===== src/rtl/simon_pkg.sv =====
// Shared constants, types and helpers for the Simon 64/128 key schedule.
// Z3 is stored MSB-first so that sequence bit j lives at Z3[61-j].
package simon_pkg;

    localparam int WORD_W     = 32;
    localparam int NUM_ROUNDS = 44;

    localparam logic [61:0] Z3 =
        62'b11011011101011000110010111100000010010001010011100110100001111;

    typedef enum logic {
        ST_IDLE = 1'b0,
        ST_RUN  = 1'b1
    } ks_state_e;

    function automatic logic [WORD_W-1:0] ror(input logic [WORD_W-1:0] x,
                                              input int unsigned        n);
        return (x >> n) | (x << (WORD_W - n));
    endfunction

endpackage


===== src/rtl/simon_ks_step.sv =====
// One step of the Simon 64/128 (m = 4) key expansion: next key word from
// the oldest word w0, w1, the newest word w3 and the current z3 bit.
module simon_ks_step
    import simon_pkg::*;
(
    input  logic [WORD_W-1:0] w0,
    input  logic [WORD_W-1:0] w1,
    input  logic [WORD_W-1:0] w3,
    input  logic              zbit,
    output logic [WORD_W-1:0] w_new
);

    logic [WORD_W-1:0] t0;
    logic [WORD_W-1:0] t1;

    assign t0 = ror(w3, 3) ^ w1;
    assign t1 = t0 ^ ror(t0, 1);

    // ~w0 ^ 3 is the usual constant c = 2^n - 4 folded into the old word
    assign w_new = ~w0 ^ t1 ^ WORD_W'(3) ^ {{(WORD_W-1){1'b0}}, zbit};

endmodule


===== src/rtl/simon_key_schedule.sv =====
// Simon 64/128 round-key generator: accepts a 128-bit master key and streams
// the 44 round keys, one word per rk handshake, from a 4-word shift window.
module simon_key_schedule #(
    parameter int WORD_W     = simon_pkg::WORD_W,
    parameter int NUM_ROUNDS = simon_pkg::NUM_ROUNDS
) (
    input  logic                clk,
    input  logic                rst_n,
    input  logic                key_valid,
    output logic                key_ready,
    input  logic [4*WORD_W-1:0] key,
    output logic                rk_valid,
    input  logic                rk_ready,
    output logic [WORD_W-1:0]   rk,
    output logic [5:0]          rk_idx,
    output logic                rk_last
);

    // state   | meaning
    // ST_IDLE | waiting for a master key, key_ready high
    // ST_RUN  | presenting round key idx in w0, rk_valid high
    import simon_pkg::ks_state_e;
    import simon_pkg::ST_IDLE;
    import simon_pkg::ST_RUN;
    import simon_pkg::Z3;

    localparam logic [5:0] LAST_IDX = 6'(NUM_ROUNDS - 1);

    ks_state_e         state_q;
    ks_state_e         state_d;
    logic [WORD_W-1:0] w0;
    logic [WORD_W-1:0] w1;
    logic [WORD_W-1:0] w2;
    logic [WORD_W-1:0] w3;
    logic [WORD_W-1:0] w_new;
    logic [5:0]        idx;
    logic              load;
    logic              hs;
    logic              at_last;
    logic              zbit;

    assign load    = (state_q == ST_IDLE) && key_valid;
    assign hs      = (state_q == ST_RUN) && rk_ready;
    assign at_last = (idx == LAST_IDX);
    assign zbit    = Z3[6'd61 - idx];

    simon_ks_step u_step (
        .w0    (w0),
        .w1    (w1),
        .w3    (w3),
        .zbit  (zbit),
        .w_new (w_new)
    );

    always_comb begin
        state_d = state_q;
        case (state_q)
            ST_IDLE: if (key_valid)            state_d = ST_RUN;
            ST_RUN:  if (rk_ready && at_last)  state_d = ST_IDLE;
            default:                           state_d = ST_IDLE;
        endcase
    end

    always_ff @(posedge clk or negedge rst_n) begin
        if (!rst_n) begin
            state_q <= ST_IDLE;
            w0      <= '0;
            w1      <= '0;
            w2      <= '0;
            w3      <= '0;
            idx     <= '0;
        end else begin
            state_q <= state_d;
            if (load) begin
                w0  <= key[WORD_W-1:0];
                w1  <= key[2*WORD_W-1:WORD_W];
                w2  <= key[3*WORD_W-1:2*WORD_W];
                w3  <= key[4*WORD_W-1:3*WORD_W];
                idx <= '0;
            end else if (hs) begin
                w0  <= w1;
                w1  <= w2;
                w2  <= w3;
                w3  <= w_new;
                // idx wraps to 0 when the stream ends so IDLE always shows 0
                idx <= at_last ? 6'd0 : idx + 6'd1;
            end
        end
    end

    assign key_ready = (state_q == ST_IDLE);
    assign rk_valid  = (state_q == ST_RUN);
    assign rk        = w0;
    assign rk_idx    = idx;
    assign rk_last   = (state_q == ST_RUN) && at_last;

endmodule


===== config.mk =====
export PLATFORM = sky130hd
export DESIGN_NAME = simon_key_schedule
export DESIGN_NICKNAME = d
export VERILOG_FILES = /design/src/rtl/simon_pkg.sv /design/src/rtl/simon_ks_step.sv /design/src/rtl/simon_key_schedule.sv
export SDC_FILE = /design/constraint.sdc
export NUM_CORES = 1
export LEC_CHECK = 0
export BUFFER_PORTS_ARGS = -buffer_cell sky130_fd_sc_hd__buf_2
export CORE_UTILIZATION = 56
export DETAILED_ROUTE_END_ITERATION = 8
export GPL_ROUTABILITY_DRIVEN = 0
export PLACE_DENSITY = 0.83
export SYNTH_ARGS = -nofsm -noshare
export SYNTH_HDL_FRONTEND = slang
export SYNTH_SLANG_ARGS = --single-unit
export TNS_END_PERCENT = 100

===== constraint.sdc =====
create_clock -name clk -period 5.05 [get_ports clk]
set_clock_uncertainty 0.05 [all_clocks]
set_input_delay 0.2525 -clock clk [delete_from_list [all_inputs] [get_ports clk]]
set_output_delay 0.2525 -clock clk [all_outputs]
set_load 0.03 [all_outputs]

==> impl_metrics.tcl <==
set metrics [dict create \
    max_slew_margin_pct 38.6 \
    setup_ws_ns 2.46 \
    cts_buffers 17 \
    required_ns 5.34 \
    synth_cells 721 \
    clock_sinks 135 \
    postRouteAntennaNets 0 \
    synth-simple-area-share_pct 13.9 \
    postCtsSetupRepairBufs 0 \
    port_buffers 172 \
    h-tree-depth 4 \
    synth.avg_cell_area_sq_um 9.63 \
    drc 0 \
    vias_per_cell 5.58 \
    synth-xor-area-share_pct 13.0 \
    r2r-start "rk_valid$_DFF_PN0_" \
    async_flop_share_pct 100 \
    cts_tree "yes" \
    drv_cap 0 \
    wl_per_cell_microns 16.4 \
    final_common_cell "nand2_1" \
    cts_root_buf "clkbuf_16" \
    synth_top_family_by_area "compound AO/OA/AOI/OAI gates" \
    synth_cell_type_count 36 \
    cts_buffer_depth 2 \
    grt_max_degree 95 \
    grt_usage_pct 27.9 \
    firstDrtPassIters 5 \
    min_path_cells 3 \
    outcome "finished clean" \
    dr_total_vias 5932 \
    synth.net_count 861 \
    drtIter0Drc 596 \
    hp-class "input port to flop" \
    initial_core_util_pct 57.6 \
    rr_worst_depth 5 \
    crit_family "simple AND/OR/NAND/NOR gates" \
    cp_max_fo 51 \
    hold_viol 0 \
    rsz0062_at_grt "no" \
    cp_cell_sequence "and2_4, nor2_4, buf_4, a22oi_1, o21ai_1" \
    r2r-end "w3[0]$_DFFE_PN0P_" \
    holdPathEnd "rk[21]$_DFFE_PN0P_" \
    rrSetupSlack_ns 2.46 \
    hp-start "key[21]" \
    antenna_cells 0 \
    totalWireLength_microns 17400 \
    yosys.area.top_type_share_pct 48.6 \
    muxShareOfSynthArea_pct 3.30 \
    finalCritPeriodShare_pct 51.3 \
    synth_compound_area_share_pct 16.8 \
    ir_drop_v 0.000369 \
    dieArea_sq_um 12900 \
    path_class "flop to flop" \
    synth_ff_type "dfrtp_1" \
    drv_slew 0 \
    cts_resized 0 \
    grt_pass1_wl_microns 27800 \
    die_w_microns 113 \
    clock_latency_ns 0.42 \
    grt_pass1_vias 5576 \
    die_y_microns 113 \
    yosys.area.top_type "dfrtp_1" \
    syn-cell-area_sq_um 6950 \
    slowest_stage "nor2_4" \
    io_pins 173 \
    final_cell_mix "nand2_1 (187), buf_2 (171), dfrtp_1 (135)" \
    yosysSeqAreaShare_pct 48.6 \
    ys_ff_latch 135 \
    core-area_sq_um 12100 \
    max_freq_ghz 0.386 \
    worst_pin_slew_ns 0.919 \
    synth_area_leaders "dfrtp_1 (49%), xnor2_1 (12%), nand2_1 (10%), a22oi_1 (9.1%), a211oi_1 (3.0%)" \
    synthAdderAreaFrac_pct 1.44 \
    clk_pin_slew_ns 0.06 \
    setup_viol 0 \
    layout_min_cycle_time_ns 2.59 \
    path_buf_inv 1 \
    ys_warn_count 0 \
    slowest_delay_ns 0.79 \
    post-dp-hpwl_microns 11300 \
    num_rows 40 \
    antenna_found_initial 0 \
    overflow 0 \
    synth_edf_count 0 \
    arrival_ns 2.88 \
    worstSetupStartpointType "flop" \
    cellPowerDensity_nw_per_um2 656 \
    area_growth_pct 24.9 \
    drive_gt1_share_pct 24.7 \
    p_leak_uw 0.00405 \
    place_ws_ns 2.52 \
    crit_path_end_kind "flop" \
    final_nets 1022 \
    tns_ns 0 \
]
-- layer usage --
layer / GRT usage (%) / share of wire [%] / wire length (microns)
met5: 0 / 0 / 0
met4: 9.56 / 1.8 / 322
met3: 5.25 / 6.0 / 1040
met2: 44.9 / 49 / 8560
met1: 38.2 / 43 / 7500
-- stage by stage --
stage	std cells	power, uW	area (sq um)	hold WS (ns)	util, %
after floorplan	721	3770	6950	-0.0931	-
after global placement	1020	4200	7900	0.331	65.5
after detailed placement	1020	4270	7900	0.329	65.5
after CTS	1063	5700	8670	0.000535	71.9
after global routing	1063	6040	8670	0.00693	71.9
final	1063	5690	8670	0.00411	71.9
-- area by class of cell --
cell class / count / area [sq um]
fill: 889 / 3390
sequential: 135 / 3380
tap: 168 / 210
clock buffer: 20 / 467
multi-input combinational: 534 / 3380
clock inverter: 12 / 198
inverter: 5 / 18.8
timing repair buffer: 189 / 1020
-- power by group --
part	switching (uW)	leakage [uW]	internal [uW]
Combinational	1180	0.00211	1220
Clock	472	0.000322	915
Sequential	400	0.00162	1500
Total	2060	0.00405	3630
-- Yosys cell counts, drive strengths merged (2+ instances only) --
master and n:
a211oi 28, a21oi 31, a22oi 84, and2 2, buf 16, clkbuf 31
dfrtp 135, ha 8, inv 5, mux2 2, mux2i 18, nand2 187
nand3 4, nor2 5, nor2b 29, nor3 2, o21ai 23, xnor2 97
xor2 4
-- state kept, by name, indices dropped and copies added, names as in the netlist --
name / flops
rk: 32
rk_valid: 1
rk_idx: 6
w3: 32
w1: 32
w2: 32
-- timing repair --
action                                  CTS  global route
endpoints found under the hold margin    98             0
hold buffers                             11             0
endpoints found under the setup margin    0             0
-- worst min-delay path: stages --
cell and delay [ns]:
buf_2 0.07, a22oi_1 0.05, nand2_1 0.05
-- worst max path at each step --
| stage | start | endpoint | depth (start not counted) |
|---|---|---|---|
| finish | rk_valid$_DFF_PN0_ | w3[0]$_DFFE_PN0P_ | 5 |
| global route | rk_valid$_DFF_PN0_ | w3[0]$_DFFE_PN0P_ | 5 |
| CTS | rk_valid$_DFF_PN0_ | w3[0]$_DFFE_PN0P_ | 5 |
| detailed placement | rk_valid$_DFF_PN0_ | w3[0]$_DFFE_PN0P_ | 5 |
| global placement | rk_valid$_DFF_PN0_ | w3[0]$_DFFE_PN0P_ | 5 |
| floorplan | rk_idx[1]$_DFFE_PN0P_ | w3[0]$_DFFE_PN0P_ | 7 |
-- kinds of logic (layout without fill, tap and decap cells) --
logic type               after synthesis  count (layout)
AO/OA/AOI/OAI                        172             172
adder cells (fa/ha/maj)                8               8
flip-flops                           135             135
buffers and inverters                 52             226
multiplexers                          21              21
AND/OR/NAND/NOR                      232             232
XOR/XNOR                             101             101
No activity file was read; power rests on OpenSTA's default activity.
